$ cat src/rtl/sfm_fp_minmax_ctx_if.sv
// sfm_fp_minmax_ctx_if: controller/tracker-side bus of the min/max context store.
// Ports (master = controller side drives requests, slave = context store):
//   clear_i          clear all contexts
//   operation_i      0 = MAX, 1 = MIN (selects the identity value)
//   cur_minmax_i     tracker's current running min/max
//   save_*           save handshake (valid/ready + context index)
//   restore_*        restore handshake (valid/ready + context index)
//   load_o/load_en_o value and one-cycle strobe towards the tracker
//   ctx_valid_o      per-context "holds a saved value" flags
//   busy_o           a restore is in flight
interface sfm_fp_minmax_ctx_if #(
    parameter int unsigned WIDTH   = 16,
    parameter int unsigned NUM_CTX = 8
);
    localparam int unsigned IDX_W = $clog2(NUM_CTX);
    logic               clear_i;
    logic               operation_i;
    logic [WIDTH-1:0]   cur_minmax_i;
    logic               save_valid_i;
    logic [IDX_W-1:0]   save_idx_i;
    logic               save_ready_o;
    logic               restore_valid_i;
    logic [IDX_W-1:0]   restore_idx_i;
    logic               restore_ready_o;
    logic [WIDTH-1:0]   load_o;
    logic               load_en_o;
    logic [NUM_CTX-1:0] ctx_valid_o;
    logic               busy_o;
    modport master (
        output clear_i, operation_i, cur_minmax_i, save_valid_i, save_idx_i,
               restore_valid_i, restore_idx_i,
        input  save_ready_o, restore_ready_o, load_o, load_en_o, ctx_valid_o, busy_o
    );
    modport slave (
        input  clear_i, operation_i, cur_minmax_i, save_valid_i, save_idx_i,
               restore_valid_i, restore_idx_i,
        output save_ready_o, restore_ready_o, load_o, load_en_o, ctx_valid_o, busy_o
    );
endinterface

$ cat src/rtl/sfm_fp_minmax_ctx.sv
// sfm_fp_minmax_ctx: per-row context store for the global min/max tracker.
// Saves the tracker's running min/max per context and restores it through a
// registered load value plus a one-cycle load strobe.
// Ports: clk_i, rst_ni (synchronous, active-low), bus (sfm_fp_minmax_ctx_if.slave).
// FPFORMAT encoding: 0 FP32, 1 FP64, 2 FP16, 3 FP8, 4 FP16ALT.
// Optional macro SFM_CTX_MERGE_EN: a save into a valid context keeps the better
// of the stored and incoming values instead of overwriting.
module sfm_fp_minmax_ctx #(
    parameter int unsigned FPFORMAT = 2,
    parameter int unsigned NUM_CTX  = 8
) (
    input logic               clk_i,
    input logic               rst_ni,
    sfm_fp_minmax_ctx_if.slave bus
);
    localparam int unsigned EXP_W = (FPFORMAT == 0) ? 8 : (FPFORMAT == 1) ? 11 : (FPFORMAT == 4) ? 8 : 5;
    localparam int unsigned MAN_W = (FPFORMAT == 0) ? 23 : (FPFORMAT == 1) ? 52 : (FPFORMAT == 2) ? 10 : (FPFORMAT == 3) ? 2 : 7;
    localparam int unsigned WIDTH = 1 + EXP_W + MAN_W;
    localparam int unsigned IDX_W = $clog2(NUM_CTX);
    localparam logic [IDX_W:0] CTX_N = NUM_CTX[IDX_W:0];

    typedef enum logic {IDLE, LOAD} state_t;

    state_t             r_state;
    logic [WIDTH-1:0]   r_mem [NUM_CTX];
    logic [NUM_CTX-1:0] r_valid;
    logic [WIDTH-1:0]   r_load;
    logic               r_load_en;

    logic             w_idle, w_save, w_restore, w_save_in, w_rest_in, w_rest_hit;
    logic [WIDTH-1:0] w_ident, w_stored, w_save_val;

    // Requests are only taken in IDLE and never while clear/reset is asserted.
    assign w_idle     = (r_state == IDLE) && !bus.clear_i && rst_ni;
    assign w_save     = w_idle && bus.save_valid_i;
    assign w_restore  = w_idle && bus.restore_valid_i;
    assign w_save_in  = {1'b0, bus.save_idx_i} < CTX_N;
    assign w_rest_in  = {1'b0, bus.restore_idx_i} < CTX_N;
    assign w_rest_hit = w_rest_in && r_valid[bus.restore_idx_i];
    assign w_ident    = {~bus.operation_i, {EXP_W{1'b1}}, {MAN_W{1'b0}}};
    assign w_stored   = w_rest_in ? r_mem[bus.restore_idx_i] : w_ident;

`ifdef SFM_CTX_MERGE_EN
    logic [WIDTH-1:0] w_old;
    logic             w_better;

    // IEEE ordering on raw bits: NaNs never win, +0 and -0 compare equal.
    function automatic logic fp_gt(input logic [WIDTH-1:0] a, input logic [WIDTH-1:0] b);
        logic a_nan, b_nan;
        logic [WIDTH-2:0] a_mag, b_mag;
        a_nan = (&a[WIDTH-2:MAN_W]) && (|a[MAN_W-1:0]);
        b_nan = (&b[WIDTH-2:MAN_W]) && (|b[MAN_W-1:0]);
        a_mag = a[WIDTH-2:0];
        b_mag = b[WIDTH-2:0];
        return (a_nan || b_nan || (a_mag == '0 && b_mag == '0)) ? 1'b0 :
               (a[WIDTH-1] != b[WIDTH-1]) ? !a[WIDTH-1] :
               a[WIDTH-1] ? (a_mag < b_mag) : (a_mag > b_mag);
    endfunction

    assign w_old      = w_save_in ? r_mem[bus.save_idx_i] : bus.cur_minmax_i;
    assign w_better   = bus.operation_i ? fp_gt(w_old, bus.cur_minmax_i) : fp_gt(bus.cur_minmax_i, w_old);
    assign w_save_val = (w_save_in && r_valid[bus.save_idx_i] && !w_better) ? w_old : bus.cur_minmax_i;
`else
    assign w_save_val = bus.cur_minmax_i;
`endif

    always_ff @(posedge clk_i) begin
        if (!rst_ni) begin
            r_state   <= IDLE;
            r_load    <= '0;
            r_load_en <= 1'b0;
            r_valid   <= '0;
        end else if (bus.clear_i) begin
            r_state   <= IDLE;
            r_load_en <= 1'b0;
            r_valid   <= '0;
        end else begin
            r_state   <= w_restore ? LOAD : IDLE;
            r_load_en <= w_restore;
            // Restore reads the array before this cycle's save lands (no bypass).
            if (w_restore)
                r_load <= w_rest_hit ? w_stored : w_ident;
            if (w_save && w_save_in) begin
                r_mem[bus.save_idx_i]   <= w_save_val;
                r_valid[bus.save_idx_i] <= 1'b1;
            end
        end
    end

    // A clear or reset arriving during LOAD suppresses the strobe in that same cycle.
    assign bus.load_en_o       = r_load_en && !bus.clear_i && rst_ni;
    assign bus.busy_o          = (r_state == LOAD) && !bus.clear_i && rst_ni;
    assign bus.save_ready_o    = w_idle;
    assign bus.restore_ready_o = w_idle;
    assign bus.load_o          = r_load;
    assign bus.ctx_valid_o     = r_valid;
endmodule

$ cat src/flat_wrapper.sv
// flat-port wrapper written by rule: the top's interface ports become plain ports
module sfm_fp_minmax_ctx_flat 
#(
    parameter int unsigned FPFORMAT = 2,
    parameter int unsigned NUM_CTX  = 8
)
  (clk_i, rst_ni, bus_clear_i, bus_operation_i, bus_cur_minmax_i, bus_save_valid_i, bus_save_idx_i, bus_restore_valid_i, bus_restore_idx_i, bus_save_ready_o, bus_restore_ready_o, bus_load_o, bus_load_en_o, bus_ctx_valid_o, bus_busy_o);
  sfm_fp_minmax_ctx_if #(.WIDTH(16), .NUM_CTX(NUM_CTX)) bus_i ();
  input logic clk_i;
  input logic rst_ni;
  input wire logic [$bits(bus_i.clear_i)-1:0] bus_clear_i;
  input wire logic [$bits(bus_i.operation_i)-1:0] bus_operation_i;
  input wire logic [$bits(bus_i.cur_minmax_i)-1:0] bus_cur_minmax_i;
  input wire logic [$bits(bus_i.save_valid_i)-1:0] bus_save_valid_i;
  input wire logic [$bits(bus_i.save_idx_i)-1:0] bus_save_idx_i;
  input wire logic [$bits(bus_i.restore_valid_i)-1:0] bus_restore_valid_i;
  input wire logic [$bits(bus_i.restore_idx_i)-1:0] bus_restore_idx_i;
  output wire logic [$bits(bus_i.save_ready_o)-1:0] bus_save_ready_o;
  output wire logic [$bits(bus_i.restore_ready_o)-1:0] bus_restore_ready_o;
  output wire logic [$bits(bus_i.load_o)-1:0] bus_load_o;
  output wire logic [$bits(bus_i.load_en_o)-1:0] bus_load_en_o;
  output wire logic [$bits(bus_i.ctx_valid_o)-1:0] bus_ctx_valid_o;
  output wire logic [$bits(bus_i.busy_o)-1:0] bus_busy_o;
  assign bus_i.clear_i = bus_clear_i;
  assign bus_i.operation_i = bus_operation_i;
  assign bus_i.cur_minmax_i = bus_cur_minmax_i;
  assign bus_i.save_valid_i = bus_save_valid_i;
  assign bus_i.save_idx_i = bus_save_idx_i;
  assign bus_i.restore_valid_i = bus_restore_valid_i;
  assign bus_i.restore_idx_i = bus_restore_idx_i;
  assign bus_save_ready_o = bus_i.save_ready_o;
  assign bus_restore_ready_o = bus_i.restore_ready_o;
  assign bus_load_o = bus_i.load_o;
  assign bus_load_en_o = bus_i.load_en_o;
  assign bus_ctx_valid_o = bus_i.ctx_valid_o;
  assign bus_busy_o = bus_i.busy_o;
  sfm_fp_minmax_ctx #(.FPFORMAT(FPFORMAT), .NUM_CTX(NUM_CTX)) u_core (.clk_i(clk_i), .rst_ni(rst_ni), .bus(bus_i));
endmodule
$ cat config.mk
export PLATFORM = sky130hd
export DESIGN_NAME = sfm_fp_minmax_ctx_flat
export DESIGN_NICKNAME = d
export VERILOG_FILES = /design/src/rtl/sfm_fp_minmax_ctx_if.sv /design/src/rtl/sfm_fp_minmax_ctx.sv /design/src/flat_wrapper.sv
export SDC_FILE = /design/constraint.sdc
export NUM_CORES = 1
export LEC_CHECK = 0
export BUFFER_PORTS_ARGS = -buffer_cell sky130_fd_sc_hd__buf_2
export CAP_MARGIN = 30
export CELL_PAD_IN_SITES_DETAIL_PLACEMENT = 0
export CELL_PAD_IN_SITES_GLOBAL_PLACEMENT = 1
export CORE_UTILIZATION = 51
export CTS_CLUSTER_DIAMETER = 50
export DETAILED_ROUTE_END_ITERATION = 10
export PLACE_DENSITY_LB_ADDON = 0.1
export SLEW_MARGIN = 20
export SYNTH_ARGS = -nofsm -noshare
export SYNTH_HDL_FRONTEND = slang
export SYNTH_SLANG_ARGS = --single-unit
$ cat constraint.sdc
create_clock -name clk_i -period 2.85 [get_ports clk_i]
set_input_delay 0.4275 -clock clk_i [delete_from_list [all_inputs] [get_ports clk_i]]
set_output_delay 0.4275 -clock clk_i [all_outputs]
set_load 0.01 [all_outputs]
==> out/metrics.csv, run 1 <==
metric,value,unit
status,completed,
Post-DRT Antenna Nets,0,
remaining global-route overflow,0,
core box area,0.0109,mm²
Worst Setup Start Kind,primary input,
Final HPWL DP,6.45,mm
Hold Crit Start,bus_cur_minmax_i[0],
Port Buffers,55,
Iteration-0 DRC Markers,169,
cell family with most CP delay,compound AO/OA/AOI/OAI gates,
DRT Wirelength,10.8,mm
Die Width,109,µm
Crit. End Element,flip-flop,
Rel. slew slack,50.8,%
Crit Path Max Fanout,16,
# diodes,0,
CTS resizes,0,
crit-path max cell delay,0.43,ns
Worst Hold Path EP,u_core.r_mem[7][0],
Critical Path RT,3.15,ns
"Warnings, synthesis",0,
layout cell share with drive strength beyond 1,39.0,%
Placed Instances,470,
Vias,2815,
syn nets,302,
max-slew violation count,0,
Synth Register Bits,153,
htree depth,4,
unrepaired setup endpoints after global routing,no,
Critical Path AT,2.18,ns
post-route setup slack,0.966,ns
die area,0.0118,mm²
Mapped Cells,274,
first-pass GRT wire length,16.7,mm
Hold Crit Depth,1,
syn avg cell area,21.1,µm²
crit path buf inv count,1,
Post-DP Area,0.00626,mm²
CP cell instances,"buf_2, mux2_1, a2bb2oi_1, nand3_2, o221a_1",
minimum clock period,1.88,ns
initial antenna violation count,0,
clock-pin slew on the worst setup and hold paths,0.06,ns
Setup Skew,0.00849,ns
reg2reg start,u_core.bus.ctx_valid_o[7],
R2R Path End,u_core.bus.load_o[10],
vias per cell,5.61,
nets,377,
final instance area,0.00684,mm²
Reg2Reg Setup Slack,1.13,ns
Routed WL per cell,21.6,µm
DP Worst Slack,0.446,ns
cell area after synthesis,0.00579,mm²
Static Leak,2.42,nW
Layout Cells excl Fill,502,
CTS tree,done,
largest net degree at the start of global routing,27,
postcts setup bufs,0,
IO Pins,56,
cell area power density,705,mW/mm²
clk sinks,153,
"Setup violations, final",0,
setup TNS,0,ns
Clock Latency Late Sink,0.41,ns
Clock Tree Root,clkbuf_16,
vias in the first global route,2821,
Final Core Density,62.6,%
worst r2r path cells,4,
# DRC,0,
Yosys cell types,33,
worst vdd ir,0.617,mV
routability-driven placement congestion ratio,0.699,
period utilization,66.1,%
fmax,531,MHz
CTS Buf Count,17,
Crit Path Class,in -> reg,
cts hold-fix bufs,0,
maxcap violations,0,
row count,38,
DR pass1 iterations,4,
post-synthesis sequential area ratio,75.1,%
Hold WC Path Type,in -> reg,
Die Ht,109,µm
Yosys top cell area share,66.4,%
Starting Density,52.9,%
Final Hold Vio Count,0,
synth-to-layout area growth,18.3,%
maximum root-to-sink buffer count,2,
GRT Util Overall,21.0,%
"area leader, netlist",edfxtp_1,
slowest CP cell,buf_2,
top post-synthesis cells by area,"edfxtp_1 66%, mux4_2 11%, dfxtp_1 8.6%",
Slew @ Worst Pin,0.738,ns
==> worst reg2reg max path, cell delays in order, from the launching register on <==
cell,delay (ns)
dfxtp_1,0.36
mux2_1,0.17
a2bb2oi_1,0.32
nand3_2,0.40
o221a_1,0.36
==> cells by family (layout without fill, tap and decap cells) <==
group	count (synthesis)	count (layout)	synth area share, %
and+or+nand+nor	25	25	2.42
muxes	52	52	16.4
buffers and inverters	17	105	1.90
AOI/OAI and AO/OA	27	27	4.22
DFF	153	153	75.1
==> cell usage in the layout, fill, tap and decap left out, types with 2 or more instances in the layout <==
master	netlist	final
mux2_2	6	6
nor2b_1	3	3
clkinv_2	0	2
buf_2	6	55
inv_6	0	3
nor2_1	7	7
nor3_2	0	2
edfxtp_1	128	128
o21a_1	8	8
clkbuf_16	0	17
nand2_1	2	2
clkinv_4	0	4
o2bb2ai_1	10	10
clkbuf_1	2	2
dfxtp_1	25	25
nand2b_1	2	2
o221a_1	5	5
mux4_2	27	27
nand3_1	3	3
mux4_1	5	5
bufinv_16	0	2
nand3b_1	2	2
buf_4	4	16
clkinvlp_4	0	2
mux2i_1	13	13
==> routing by layer <==
metal  part of all wire [%]  vias up  track usage, %
met5                      0        -               0
met4                   0.49        0            8.01
met3                    5.3        5            5.97
met2                     51       68            32.9
met1                     43     1447            28.0
li1                       -     1295               -
==> report_power, final <==
group / switching, mW / internal (mW)
sequential: 0.00799 / 2.44
combinational: 0.115 / 0.0946
clock: 0.865 / 1.30
total: 0.988 / 3.84
==> synth_stat cells <==
library cell,n
edfxtp_1,128
mux4_2,27
dfxtp_1,25
mux2i_1,13
o2bb2ai_1,10
o21a_1,8
nor2_1,7
buf_2,6
mux2_2,6
mux4_1,5
o221a_1,5
buf_4,4
nand3_1,3
nor2b_1,3
clkbuf_1,2
nand2_1,2
nand2b_1,2
nand3b_1,2
nor3_1,2
a2111o_1,1
a22oi_2,1
a2bb2oi_1,1
and2_1,1
buf_1,1
buf_12,1
buf_6,1
inv_1,1
inv_2,1
mux2_1,1
nand3_2,1
nor2_2,1
nor3b_2,1
o211ai_1,1
==> through the flow <==
stage	total power, mW	hold WS [ns]
3_3_place_gp	2.71	0.445
4_1_cts	4.88	0.260
2_1_floorplan	2.63	0.491
5_1_grt	4.99	0.276
3_5_place_dp	2.71	0.445
6_report	4.82	0.282
==> layout make-up <==
type                            instances  area (µm²)
Tap cell                              140         175
Timing Repair Buffer                   71         395
Fill cell                             785        4090
Clock buffer                           19         433
Clock inverter                         13         146
Inverter                                2        7.51
Multi-Input combinational cell        104        1340
Sequential cell                       153        4340
==> sequential cells by signal, indices dropped and copies added, names as in the netlist <==
name	cells
u_core.bus.ctx_valid_o	8
u_core.bus.load_o	16
u_core.r_load_en	1
u_core.r_mem	128
==> worst max-delay path by stage <==
| stage | start | end | slack (ns) | cells past startpoint |
|---|---|---|---|---|
| 4_1_cts | bus_restore_idx_i[1] | u_core.bus.load_o[10] | 0.87 | 5 |
| 2_1_floorplan | rst_ni | u_core.r_mem[1][0] | 0.18 | 4 |
| 3_3_place_gp | bus_restore_idx_i[1] | u_core.bus.load_o[10] | 0.49 | 5 |
| 3_5_place_dp | bus_restore_idx_i[1] | u_core.bus.load_o[11] | 0.45 | 5 |
| 6_report | bus_restore_idx_i[0] | u_core.bus.load_o[10] | 0.97 | 5 |
| 5_1_grt | bus_restore_idx_i[1] | u_core.bus.load_o[10] | 0.78 | 5 |
Power figures use the tool's default switching activity.
==> inputs of run 2 (changes only) <==
--- a/config.mk
+++ b/config.mk
@@ -5,11 +5,12 @@
 export SDC_FILE = /design/constraint.sdc
 export NUM_CORES = 1
 export LEC_CHECK = 0
+export ABC_AREA = 1
 export BUFFER_PORTS_ARGS = -buffer_cell sky130_fd_sc_hd__buf_2
 export CAP_MARGIN = 30
 export CELL_PAD_IN_SITES_DETAIL_PLACEMENT = 0
 export CELL_PAD_IN_SITES_GLOBAL_PLACEMENT = 1
-export CORE_UTILIZATION = 51
+export CORE_UTILIZATION = 42
 export CTS_CLUSTER_DIAMETER = 50
 export DETAILED_ROUTE_END_ITERATION = 10
 export PLACE_DENSITY_LB_ADDON = 0.1
==> constraint.sdc (replaced) <==
create_clock -name clk_i -period 1.7 [get_ports clk_i]
set_input_delay 0.255 -clock clk_i [delete_from_list [all_inputs] [get_ports clk_i]]
set_output_delay 0.255 -clock clk_i [all_outputs]
set_load 0.01 [all_outputs]
==> run 2 against run 1 <==
Effect of this change: sequential power grew 67%; synthesized cell count increased by 140%; largest cell class unchanged; clock power is 70% higher.
==> out/metrics.csv, run 2 <==
metric,value,unit
adder and majority cell fraction of the synthesized area,0,%
clk sinks,153,
multi-input logic area,0.00155,mm²
main combinational cell family by area after synthesis,simple AND/OR/NAND/NOR gates,
part of the power in the clock network,44.4,%
CP cell instances,"nor2_8, nand2_1, nor2_1, inv_2, nor2_2, buf_12",
Placed Instances,886,
Worst Setup Start Kind,flip-flop,
max-slew violation count,0,
CTS tree,done,
row count,45,
routability-driven placement congestion ratio,0.759,
Starting Density,43.0,%
postcts setup bufs,0,
largest net degree at the start of global routing,65,
Post-DRT Antenna Nets,0,
Logic pwr share,6.1,%
post-route setup slack,0.264,ns
Iteration-0 DRC Markers,282,
Clock Tree Root,clkbuf_16,
die area,0.0160,mm²
synth cell count leaders,"174 x nand2_1, 128 x edfxtp_1, 104 x inv_1",
ys async rst share,0,%
vias per cell,4.83,
# DRC,0,
Critical Path AT,1.55,ns
# diodes,0,
Crit Path Class,reg -> reg,
CTS Buf Count,17,
slowest CP cell,dfxtp_1,
IO Pins,56,
hold slack,0.112,ns
clock-pin slew on the worst setup and hold paths,0.06,ns
first-pass GRT wire length,24.3,mm
unrepaired setup endpoints after global routing,no,
Layout Cells excl Fill,918,
Synth Area in Compound Gates,4.80,%
top post-synthesis cells by area,"edfxtp_1 59%, nand2_1 10%, dfxtp_1 7.7%",
status,completed,
Die Ht,127,µm
synth-to-layout area growth,18.6,%
core box area,0.0151,mm²
Critical Path RT,1.82,ns
"Setup violations, final",0,
DR pass1 iterations,4,
cts hold-fix bufs,0,
"Warnings, synthesis",0,
cell area after synthesis,0.00651,mm²
ys flop type,edfxtp_1,
crit path buf inv count,2,
Rel. slew slack,78.0,%
Final Core Density,51.0,%
Reg area,0.00434,mm²
DRT Wirelength,15.0,mm
Final Hold Vio Count,0,
nets,745,
syn nets,678,
remaining global-route overflow,0,
"most common cell after layout, fill and taps aside",nand2_1,
syn avg cell area,10.0,µm²
crit-path max cell delay,0.36,ns
initial antenna violation count,0,
layout cell share with drive strength beyond 1,16.8,%
htree depth,4,
Final HPWL DP,9.39,mm
minimum clock period,1.44,ns
Post-Synth XOR/XNOR Area,0,%
Largest register FFs,128,
Static Leak,3.32,nW
number of fill cells,1397,
largest reg by FF count,u_core.r_mem,
Synth Register Bits,153,
maximum root-to-sink buffer count,2,
cell family with most CP delay,simple AND/OR/NAND/NOR gates,
cell area power density,1070,mW/mm²
Crit. End Element,flip-flop,
internal power,6.48,mW
fmax,696,MHz
Vias,4437,
Clock Latency Late Sink,0.42,ns
number of synthesized flops with an enable pin,128,
Yosys cell types,21,
Crit Path Max Fanout,16,
DP Worst Slack,0.0953,ns
most frequent cells in the layout,"174 x nand2_1, 128 x edfxtp_1, 104 x inv_1",
"count leader, synth",nand2_1,
Routed WL per cell,16.4,µm
Port Buffers,55,
Sw Share,21.7,%
Yosys top cell area share,59.0,%
sequential power share,49.5,%
CTS resizes,0,
Die Width,127,µm
Slew @ Worst Pin,0.330,ns
vias in the first global route,4529,
Setup Skew,0.0112,ns
maxcap violations,0,
"area leader, netlist",edfxtp_1,
GRT Util Overall,20.6,%
Mapped Cells,650,
multiplexer share of the synthesized area,0,%
period utilization,84.5,%
worst vdd ir,0.669,mV
post-synthesis sequential area ratio,66.7,%
NetSw,1.80,mW
Post-Synth Simple-Gate Area,18.8,%
setup TNS,0,ns
Hold WC Path Type,in -> reg,
## run 2: cell count changes after synthesis, sizes merged, moves of 7 or more
cell	previous run	this run
o21ai	0	36
nand3	4	61
inv	2	108
o2bb2ai	10	0
mux2i	13	0
buf	13	23
nor2	8	59
mux2	7	0
nand2	2	175
a21oi	0	25
mux4	32	0
o21a	8	1
## run 2: cell families after synthesis
group	Yosys count
AO/OA/AOI/OAI	62
buffers and inverters	140
flip-flops	153
AND/OR/NAND/NOR	295
## run 2: path summary, 6_finish.rpt
| check | startpoint | endpoint | slack [ns] | depth (start not counted) |
|---|---|---|---|---|
| setup / recovery | u_core.r_load_en | u_core.r_mem[2][4] | 0.26 | 6 |
| hold / removal | bus_cur_minmax_i[12] | u_core.r_mem[3][12] | 0.11 | 1 |
| setup reg to reg | u_core.r_load_en | u_core.r_mem[2][4] | 0.26 | 6 |
| hold reg to reg | u_core.bus.load_o[5] | u_core.bus.load_o[5] | 0.46 | 2 |
## run 2: power groups by stage
stage	sequential, mW	clock [mW]	combinational (mW)
5_1_grt	4.10	3.89	0.573
2_1_floorplan	4.19	0	0.290
4_1_cts	4.10	3.74	0.518
3_3_place_gp	4.18	0	0.511
6_report	4.10	3.68	0.506
3_5_place_dp	4.18	0	0.515
## run 2: metal layers
layer  routed length (µm)  global-route usage (%)  up-vias
met5                    0                       0        -
met4                   64                    6.17        0
met3                  558                    4.18        4
met1                 6840                    26.4     2124
met2                 7560                    35.2       87
li1                     -                       -     2222
## run 2: cell type report
class,instances,share of cell area [%]
Sequential cell,153,56.3
Multi-Input combinational cell,357,20.0
Timing Repair Buffer,78,7.74
Clock buffer,20,5.91
Inverter,110,5.41
Tap cell,188,3.05
Clock inverter,12,1.62
## run 2: worst register-to-register path, cell delays in order, from the launching register on
cell and delay, ns:
dfxtp_1 0.36, nor2_8 0.15, nand2_1 0.06, nor2_1 0.11, inv_2 0.08, nor2_2 0.16, buf_12 0.20
## run 2: per-stage QoR
stage	area (µm²)	power [mW]
floorplan	6510	4.48
global placement	7140	4.69
detailed placement	7140	4.70
CTS	7720	8.36
global route	7720	8.57
finish	7720	8.29
==> inputs of run 3 (changes only) <==
--- a/config.mk
+++ b/config.mk
@@ -10,7 +10,7 @@
 export CAP_MARGIN = 30
 export CELL_PAD_IN_SITES_DETAIL_PLACEMENT = 0
 export CELL_PAD_IN_SITES_GLOBAL_PLACEMENT = 1
-export CORE_UTILIZATION = 42
+export CORE_UTILIZATION = 46
 export CTS_CLUSTER_DIAMETER = 50
 export DETAILED_ROUTE_END_ITERATION = 10
 export PLACE_DENSITY_LB_ADDON = 0.1
==> constraint.sdc (replaced) <==
create_clock -name clk_i -period 1.4 [get_ports clk_i]
set_input_delay 0.21 -clock clk_i [delete_from_list [all_inputs] [get_ports clk_i]]
set_output_delay 0.21 -clock clk_i [all_outputs]
set_load 0.01 [all_outputs]
==> run 3 against run 2 <==
Effect of this change: the flow now finishes with violations (negative setup slack); first-iteration DRC count grew 67%; final area grew 4.3%; routed wire length up 4.0%; sequential share of layout area shrank 2.3 points; utilization is 7.3 points higher; worst setup slack worse by 0.28 ns; count of clock-buffer cells in the layout rose by 4; critical path type unchanged.
==> out/metrics.csv, run 3 (same netlist as run 2, synthesis figures left out) <==
metric,value,unit
maximum root-to-sink buffer count,2,
nets,762,
final instance area,0.00805,mm²
Met2 Wirelength,7.40,mm
Rel. slew slack,83.1,%
layout cell share with drive strength beyond 1,19.3,%
R2R Path End,u_core.r_mem[4][14],
Crit Path Class,reg -> reg,
Vias,4604,
Hold Crit Start,bus_cur_minmax_i[1],
clk sinks,153,
internal power,8.15,mW
Post-DP Area,0.00741,mm²
Overall Power,10.3,mW
cell family with most CP delay,simple AND/OR/NAND/NOR gates,
DR top layer,met4,
Final Hold Vio Count,0,
postcts setup bufs,0,
number of fill cells,1186,
reg2reg start,u_core.r_load_en,
Reg area,0.00435,mm²
Final Core Density,58.2,%
status,"complete, but fails checks",
period utilization,101,%
CP most frequent cell,nor2_4,
Critical Path RT,1.53,ns
metal3 WL,920,µm
worst vdd ir,0.978,mV
Clock Tree Root,clkbuf_16,
# diodes,0,
CTS Buf Count,17,
first-pass GRT wire length,24.7,mm
routability-driven placement congestion ratio,0.753,
Critical Path AT,1.55,ns
Final HPWL DP,10.2,mm
fmax,706,MHz
post-route met1 wirelength,7.01,mm
sequential power share,48.3,%
crit path buf inv count,2,
vias in the first global route,4626,
Clock Latency Late Sink,0.42,ns
Iteration-0 DRC Markers,472,
CTS tree,done,
Hold WC Path Type,in -> reg,
row count,43,
IO Pins,56,
Die Width,121,µm
Setup Skew,0.00875,ns
GRT Util Overall,23.1,%
failing checks,negative setup slack,
Crit Path Max Fanout,8,
max-slew violation count,0,
Static Leak,3.46,nW
Starting Density,47.1,%
clock-pin slew on the worst setup and hold paths,0.06,ns
Port Buffers,55,
Die Ht,121,µm
"most common cell after layout, fill and taps aside",nand2_1,
Logic pwr share,6.7,%
largest net degree at the start of global routing,36,
initial antenna violation count,0,
Hold Crit Depth,1,
multi-input logic area,0.00161,mm²
CP cell instances,"nor2_8, nand2_2, nor2_4, inv_4, nor2_4, clkbuf_16",
core box area,0.0138,mm²
vias per cell,4.97,
part of the power in the clock network,45.0,%
Sw Share,21.0,%
Slew @ Worst Pin,0.254,ns
Largest register FFs,128,
synth-to-layout area growth,23.7,%
Worst Setup Start Kind,flip-flop,
DRT Wirelength,15.6,mm
post-route setup slack,-0.0165,ns
Routed WL per cell,16.9,µm
# DRC,0,
crit-path max cell delay,0.36,ns
Crit. End Element,flip-flop,
largest reg by FF count,u_core.r_mem,
maxcap violations,0,
cell area power density,1280,mW/mm²
Post-DRT Antenna Nets,0,
Worst Hold Path EP,u_core.r_mem[7][1],
die area,0.0146,mm²
remaining global-route overflow,0,
Reg2Reg Setup Slack,-0.02,ns
slowest CP cell,dfxtp_4,
NetSw,2.17,mW
DR pass1 iterations,5,
htree depth,4,
minimum clock period,1.42,ns
"Setup violations, final",7,
most frequent cells in the layout,"172 x nand2_1, 128 x edfxtp_1, 104 x inv_1",
worst r2r path cells,6,
unrepaired setup endpoints after global routing,yes,
cts hold-fix bufs,0,
-- run 3: how the worst max path moves through the flow --
| stage | start | endpoint | slack, ns | depth (start not counted) |
|---|---|---|---|---|
| after floorplan | bus_clear_i | u_core.r_mem[1][0] | -0.04 | 5 |
| after global placement | rst_ni | u_core.r_mem[2][4] | -0.18 | 10 |
| after detailed placement | rst_ni | u_core.r_mem[5][8] | -0.17 | 8 |
| after CTS | u_core.r_load_en | u_core.r_mem[5][8] | 0.02 | 4 |
| after global routing | u_core.r_load_en | u_core.r_mem[4][10] | -0.04 | 6 |
| final | u_core.r_load_en | u_core.r_mem[4][14] | -0.02 | 6 |
-- run 3: metrics by stage --
| step | hold slack (ns) | TNS, ns | worst slack [ns] | std cells |
|---|---|---|---|---|
| after global routing | 0.0618 | -1.41 | -0.0441 | 927 |
| after floorplan | 0.309 | -4.03 | -0.0410 | 650 |
| after detailed placement | 0.456 | -19.49 | -0.169 | 894 |
| after global placement | 0.447 | -18.58 | -0.175 | 894 |
| final | 0.0683 | -0.0813 | -0.0165 | 927 |
| after CTS | 0.0595 | 0 | 0.0209 | 926 |
-- run 3: what timing repair did --
action	CTS	global route
gates cloned	0	1
resized for setup	1	6
endpoints found under the setup margin	13	102
-- run 3: area by class of cell --
type                    instances  area share, %
flip-flops and latches        153           54.0
multi-input cells             357           19.9
repair buffers                 95           10.5
clock buffers                  24           5.98
inverters                     110           5.34
well taps                     180           2.80
clock inverters                 8           1.49
-- run 3: power groups by stage --
stage / clock [mW] / combinational, mW / sequential (mW)
after detailed placement: 0 / 0.685 / 5.08
after CTS: 4.71 / 0.688 / 4.98
after floorplan: 0 / 0.364 / 5.09
after global placement: 0 / 0.679 / 5.08
final: 4.65 / 0.690 / 4.98
after global routing: 4.90 / 0.767 / 4.98
-- run 3: per-layer routing --
metal	track usage, %	up-vias
li1	-	2265
met1	30.9	2192
met2	36.5	127
met3	5.31	20
met4	8.80	0
met5	0	-
